--- src/rtl/burst_mod_pkg.sv ---
// burst_mod_pkg: shared state encoding, mode constants and width helper for burst_modulator
package burst_mod_pkg;
  typedef enum logic [1:0] {IDLE, RUN, HOLD} state_t;
  localparam logic MODE_OOK = 1'b0;
  localparam logic MODE_SUB = 1'b1;
  function automatic int cnt_w(input int n);
    return (n < 2) ? 1 : $clog2(n);
  endfunction
endpackage

--- src/rtl/burst_modulator_window_timer.sv ---
// window_timer: packet tick counter and look-ahead window/subcarrier strobes for the next edge
module window_timer import burst_mod_pkg::*; #(
  parameter int CNT_W      = 16,
  parameter int NUM_SYM    = 8,
  parameter int WIN_START  = 720,
  parameter int WIN_LEN    = 80,
  parameter int SYM_PERIOD = 160,
  parameter int HALF_PER   = 4,
  parameter int TRIM_W     = 6
) (
  input  logic              CLK,
  input  logic              rst_n,
  input  logic              start,
  input  logic              run,
  input  logic [TRIM_W-1:0] trim,
  output logic              win,
  output logic              sub,
  output logic              close,
  output logic              last
);
  localparam int PW = cnt_w(SYM_PERIOD);
  localparam int IW = cnt_w(NUM_SYM + 1);
  localparam int HW = cnt_w(HALF_PER);
  logic [CNT_W-1:0] cnt, cnt_n, s_reg, s_val;
  logic [CNT_W:0]   s_sum;
  logic             started, started_n, wrap, hp_top, sub_r, sub_n;
  logic [PW-1:0]    ph, ph_n;
  logic [IW-1:0]    idx, idx_n;
  logic [HW-1:0]    hp, hp_n;
  always_comb begin
    s_sum = {1'b0, CNT_W'(WIN_START)} + {{(CNT_W + 1 - TRIM_W){trim[TRIM_W-1]}}, trim};
    s_val = (s_sum[CNT_W] || s_sum == '0) ? CNT_W'(1) : s_sum[CNT_W-1:0];
    cnt_n = &cnt ? cnt : cnt + 1'b1;
    started_n = started || cnt_n == s_reg;
    wrap = ph == PW'(SYM_PERIOD - 1);
    ph_n = (!started || wrap) ? '0 : ph + 1'b1;
    idx_n = (started && wrap) ? idx + 1'b1 : idx;
    hp_top = hp == HW'(HALF_PER - 1);
    hp_n = (ph_n == '0 || hp_top) ? '0 : hp + 1'b1;
    sub_n = (ph_n == '0) ? 1'b1 : sub_r ^ hp_top;
    win = started_n && ph_n < PW'(WIN_LEN) && idx_n < IW'(NUM_SYM);
    close = started_n && ph_n == PW'(WIN_LEN);
    last = close && idx_n == IW'(NUM_SYM - 1);
    sub = sub_n;
  end
  always_ff @(posedge CLK or negedge rst_n) begin
    if (!rst_n) begin
      cnt     <= '0;
      s_reg   <= '0;
      started <= 1'b0;
      ph      <= '0;
      idx     <= '0;
      hp      <= '0;
      sub_r   <= 1'b0;
    end else if (start) begin
      cnt     <= '0;
      s_reg   <= s_val;
      started <= 1'b0;
      ph      <= '0;
      idx     <= '0;
      hp      <= '0;
      sub_r   <= 1'b0;
    end else if (run) begin
      cnt     <= cnt_n;
      started <= started_n;
      ph      <= ph_n;
      idx     <= idx_n;
      hp      <= hp_n;
      sub_r   <= sub_n;
    end
  end
endmodule

--- src/rtl/burst_modulator.sv ---
// burst_modulator: envelope-triggered multi-window OOK/subcarrier analog-switch modulator
module burst_modulator import burst_mod_pkg::*; #(
  parameter int CNT_W      = 16,
  parameter int NUM_SYM    = 8,
  parameter int WIN_START  = 720,
  parameter int WIN_LEN    = 80,
  parameter int SYM_PERIOD = 160,
  parameter int HALF_PER   = 4,
  parameter int TRIM_W     = 6
) (
  input  logic               CLK,
  input  logic               rst_n,
  input  logic               EN,
  input  logic               DEC_IN,
  input  logic               mode_in,
  input  logic [TRIM_W-1:0]  trim_in,
  input  logic [NUM_SYM-1:0] pl_data,
  input  logic               pl_valid,
  output logic               pl_ready,
  output logic               ASW_OUT,
  output logic               busy,
  output logic               done,
  output logic               abort,
  output logic               underrun
);
  state_t             state, state_n;
  logic               full, mode_r;
  logic [NUM_SYM-1:0] pl_buf, sh;
  logic               start, run, take, asw_n, done_n, abort_n, und_n;
  logic               win, sub, close, last;
  window_timer #(
    .CNT_W(CNT_W), .NUM_SYM(NUM_SYM), .WIN_START(WIN_START), .WIN_LEN(WIN_LEN),
    .SYM_PERIOD(SYM_PERIOD), .HALF_PER(HALF_PER), .TRIM_W(TRIM_W)
  ) u_timer (
    .CLK(CLK), .rst_n(rst_n), .start(start), .run(run), .trim(trim_in),
    .win(win), .sub(sub), .close(close), .last(last)
  );
  assign pl_ready = !full;
  assign busy = state == RUN;
  always_comb begin
    state_n = state;
    start = 1'b0;
    run = 1'b0;
    take = 1'b0;
    asw_n = 1'b0;
    done_n = 1'b0;
    abort_n = 1'b0;
    und_n = 1'b0;
    case (state)
      IDLE: if (EN && DEC_IN) begin
        start = 1'b1;
        take = full;
        und_n = !full;
        state_n = full ? RUN : HOLD;
      end
      RUN: if (!EN || !DEC_IN) begin
        abort_n = 1'b1;
        state_n = IDLE;
      end else begin
        run = 1'b1;
        done_n = last;
        state_n = last ? HOLD : RUN;
        asw_n = win && sh[0] && (mode_r != MODE_SUB || sub);
      end
      HOLD: state_n = (!EN || !DEC_IN) ? IDLE : HOLD;
      default: state_n = IDLE;
    endcase
  end
  always_ff @(posedge CLK or negedge rst_n) begin
    if (!rst_n) begin
      state    <= IDLE;
      full     <= 1'b0;
      pl_buf   <= '0;
      sh       <= '0;
      mode_r   <= MODE_OOK;
      ASW_OUT  <= 1'b0;
      done     <= 1'b0;
      abort    <= 1'b0;
      underrun <= 1'b0;
    end else begin
      state    <= state_n;
      ASW_OUT  <= asw_n;
      done     <= done_n;
      abort    <= abort_n;
      underrun <= und_n;
      full     <= take ? 1'b0 : full | pl_valid;
      pl_buf   <= (pl_valid && !full) ? pl_data : pl_buf;
      mode_r   <= start ? mode_in : mode_r;
      sh       <= start ? pl_buf : (run && close) ? sh >> 1 : sh;
    end
  end
endmodule
--- config.mk ---
export PLATFORM = sky130hd
export DESIGN_NAME = burst_modulator
export DESIGN_NICKNAME = d
export VERILOG_FILES = /design/src/rtl/burst_mod_pkg.sv /design/src/rtl/burst_modulator_window_timer.sv /design/src/rtl/burst_modulator.sv
export SDC_FILE = /design/constraint.sdc
export NUM_CORES = 1
export LEC_CHECK = 0
export CAP_MARGIN = 15
export CORE_MARGIN = 2
export CORE_UTILIZATION = 45
export CTS_CLUSTER_SIZE = 14
export DETAILED_ROUTE_END_ITERATION = 7
export GPL_ROUTABILITY_DRIVEN = 0
export GPL_TIMING_DRIVEN = 0
export PLACE_DENSITY = 0.73
export RECOVER_POWER = 100
export SLEW_MARGIN = 5
export SYNTH_ARGS = -nofsm -noshare
export SYNTH_HDL_FRONTEND = slang
export SYNTH_SLANG_ARGS = --single-unit
--- constraint.sdc ---
create_clock -name CLK -period 2.4 [get_ports CLK]
set_input_delay 0.48 -clock CLK [delete_from_list [all_inputs] [get_ports CLK]]
set_output_delay 0.48 -clock CLK [all_outputs]
set_load 0.01 [all_outputs]
==> summary.txt <==
Floorplanning
  • Starting Density: 45.8%
  • IO Count: 26
  • Die ar.: 8970 µm²
  • Row count: 33
  • Horiz. Die Dim: 94.7 µm
  • Core area: 8090 µm²
  • Die H: 94.7 µm

Clocking
  • CTS H-tree lvls: 3
  • Worst skew pair latency: 350 ps
  • Hold buffers post-CTS: 0
  • CTS root buf: clkbuf_8
  • CTS tree: done
  • Clock transition at path regs: 80 ps
  • Clock Tree Buf Depth: 2
  • Cts bufs inserted: 9
  • CTS Sinks: 65

Logic synthesis
  • Yosys warnings: 0
  • Top FF cell, synth: dfrtp_1
  • Post-Syn Area per Cell: 9.22 µm²
  • Post-synth EDFFs: 0
  • FFs w/ async S/R, synth: 100%
  • Yosys top cell area share: 43.9%
  • Sequential share of the synthesized area: 43.9%
  • Synth cell types: 60
  • Synth area leader: dfrtp_1
  • Netlist Area Pre-Place: 3700 µm²
  • Synth area leaders: dfrtp_1 44%, nand2_1 5.8%, o21ai_0 5.3%
  • Seq cells post-synth: 65
  • Syn Inst Count: 402
  • Mapped Nets: 428

Timing
  • Worst-Margin Slew: 1610 ps
  • Clock Skews: 11.5 ps
  • RSZ-0062 raised after global routing: no
  • Fin. max-slew vios: 66
  • Fin crit period: 2320 ps
  • Fin crit share: 96.5%
  • Fmax: 432 MHz
  • Final TNS setup: 0 ps
  • Setup violations, final: 0
  • Slew HR: -7.15%
  • Final hold vios: 0

Layout
  • Nets: 466
  • Flip-flop count of the largest register after layout: 16
  • Layout area overhead: 18.9%
  • Antenna cell count: 0
  • Post-Layout Cell Count: 550
  • Sequential Area: 1630 µm²
  • Share of cells above drive strength 1: 13.0%
  • Filler cells: 747
  • Fin util: 54.4%
  • Footprint of the multi-input gates: 1980 µm²

Route
  • Via density: 5.84
  • DRC violations left: 0
  • ANT nets after route: 0
  • Vias: 3212
  • 1st-pass router iterations: 5
  • Avg WL per Cell: 15.9 µm
  • Starting DRT DRC Count: 251
  • Final wirelength: 8.77 mm

Setup path
  • Reg2reg end: u_timer.started
  • Critical path, cell by cell: and3_1, and2_4, buf_6, a2111oi_4, xor2_1, a211oi_1, nand4_1, a21oi_1
  • WP depth: 8
  • Depth of the worst register-to-register path: 8
  • Critical Path Start: u_timer.cnt[11]
  • Critical path buffers and inverters: 1
  • Startpoint Class: flip-flop
  • Crit path DAT: 2580 ps
  • Critical Path RT: 2670 ps
  • Delay-heaviest family, CP: compound AO/OA/AOI/OAI gates
  • Slowest-stage cell, CP: dfrtp_1
  • Worst Setup Path Type: reg -> reg
  • Worst-path fanout max: 9
  • Worst reg-to-reg setup slack: 80 ps
  • CP endpoint: u_timer.started
  • Max stage delay on crit path: 450 ps
  • Worst setup EP type: flip-flop
  • Crit Reg-Reg Startpoint: u_timer.cnt[11]

Global routing
  • Remaining Overflow, GRT: 0
  • Antenna violations before repair: 0
  • First-pass GRT wire length: 14.4 mm
  • Global Route Usage Sum: 20.7%
  • Vias in the first global route: 2950
  • Largest net degree at the start of global routing: 66

Outcome
  • Violated checks: capacitance limit, slew limit
  • Status: finished, violations left

Pwr
  • Maximum vdd drop: 0.000545 V
  • Lkg Pwr: 1.86 nW
  • Power Dens Cells: 698 nW/µm²

Min path
  • Class of the worst hold path: reg -> reg

Placed design
  • Placed Cells: 532
  • DP Wirelength: 6.04 mm
  • Port Buffers: 25

Run
  • Max cap viols: 1
==> worst min path at each step <==
stage,start,endpoint,slack (ps),cells after the start
floorplan,rst_n,ASW_OUT,180,0
global placement,pl_buf[7],sh[7],460,2
detailed placement,pl_buf[7],sh[7],470,2
CTS,rst_n,u_timer.cnt[6],260,1
global route,pl_buf[7],sh[7],520,2
finish,pl_buf[7],sh[7],490,2
==> per-layer routing <==
| layer | track usage (%) | wire [µm] | vias to the layer above |
|---|---|---|---|
| met3 | 2.95 | 432 | 15 |
| met2 | 32.5 | 4280 | 113 |
| met1 | 28.5 | 3890 | 1544 |
| met5 | 0 | 0 | - |
| met4 | 9.30 | 169 | 0 |
| li1 | - | - | 1540 |
==> kinds of logic after synthesis <==
logic type	count (synthesis)	synth area share (%)
adder cells (fa/ha/maj)	6	2.03
AND/OR/NAND/NOR	145	19.7
buffers and inverters	36	4.63
XOR/XNOR	17	4.02
flip-flops	65	43.9
AO/OA/AOI/OAI	114	20.3
multiplexers	19	5.44
==> Yosys cell counts (all sizes together), types with 2 or more instances <==
master and number:
a2111oi 3, a211o 3, a211oi 5, a21boi 3, a21o 2, a21oi 24
a22o 3, a31oi 8, a32o 2, and3 4, and4 6, buf 10
clkbuf 13, dfrtp 65, ha 6, inv 13, mux2 9, mux2i 10
nand2 57, nand2b 5, nand3 14, nand4 10, nand4b 2, nor2 27
nor2b 5, nor3 9, nor4 2, o211ai 2, o21ai 40, o22ai 3
o31ai 4, or3 2, xnor2 12, xor2 5
==> repair_timing <==
| action | 4_1_cts | 5_1_grt |
|---|---|---|
| pin swaps | 0 | 3 |
| setup endpoints to repair | 10 | 6 |
| gates resized for setup | 3 | 10 |
| setup buffers | 0 | 3 |
| hold endpoints to repair | 0 | 0 |
==> worst reg2reg max path, stage by stage, from the launching register on <==
cell and delay [ps]:
dfrtp_1 450, and3_1 280, and2_4 160, buf_6 140, a2111oi_4 390, xor2_1 130
a211oi_1 270, nand4_1 210, a21oi_1 210
==> cell usage in the layout, fill, tap and decap left out, types with 7 or more instances in the layout <==
master           instances
dfrtp_1                 64
nand2_1                 57
o21ai_0                 39
nor2_1                  26
a21oi_1                 23
clkdlybuf4s50_1         16
inv_1                   13
nand3_1                 13
xnor2_1                 12
clkbuf_1                12
mux2i_1                 10
nand4_1                  9
mux2_2                   9
clkbuf_8                 9
nor3_1                   8
dlygate4sd3_1            8
a31oi_1                  7
==> area by class of cell <==
class                      count  area share, %
buffer                        22           2.70
clock buffer                   9           2.81
clock inverter                 7           2.33
inverter                      13           1.11
multi-input combinational    301           45.0
sequential                    65           37.0
tap                          105           2.98
timing repair buffer          28           6.08
==> metrics by stage <==
| stage | setup WS [ps] | cell area [µm²] | total power, W | hold slack (ps) |
|---|---|---|---|---|
| global route | 19.6 | 4400 | 0.00323 | 519 |
| global placement | -1330 | 4090 | 0.00199 | 459 |
| floorplan | 358 | 3700 | 0.00181 | 184 |
| finish | 83.8 | 4400 | 0.00307 | 494 |
| CTS | -47.4 | 4320 | 0.00310 | 259 |
| detailed placement | -35.2 | 4080 | 0.00203 | 468 |
==> power breakdown <==
group,switching [W],leakage [nW],internal (W)
Clock,0.000464,0.116,0.000597
Sequential,0.000155,0.841,0.00130
Combinational,0.000277,0.908,0.000276
Note: power is estimated with default switching activity, not from simulation.
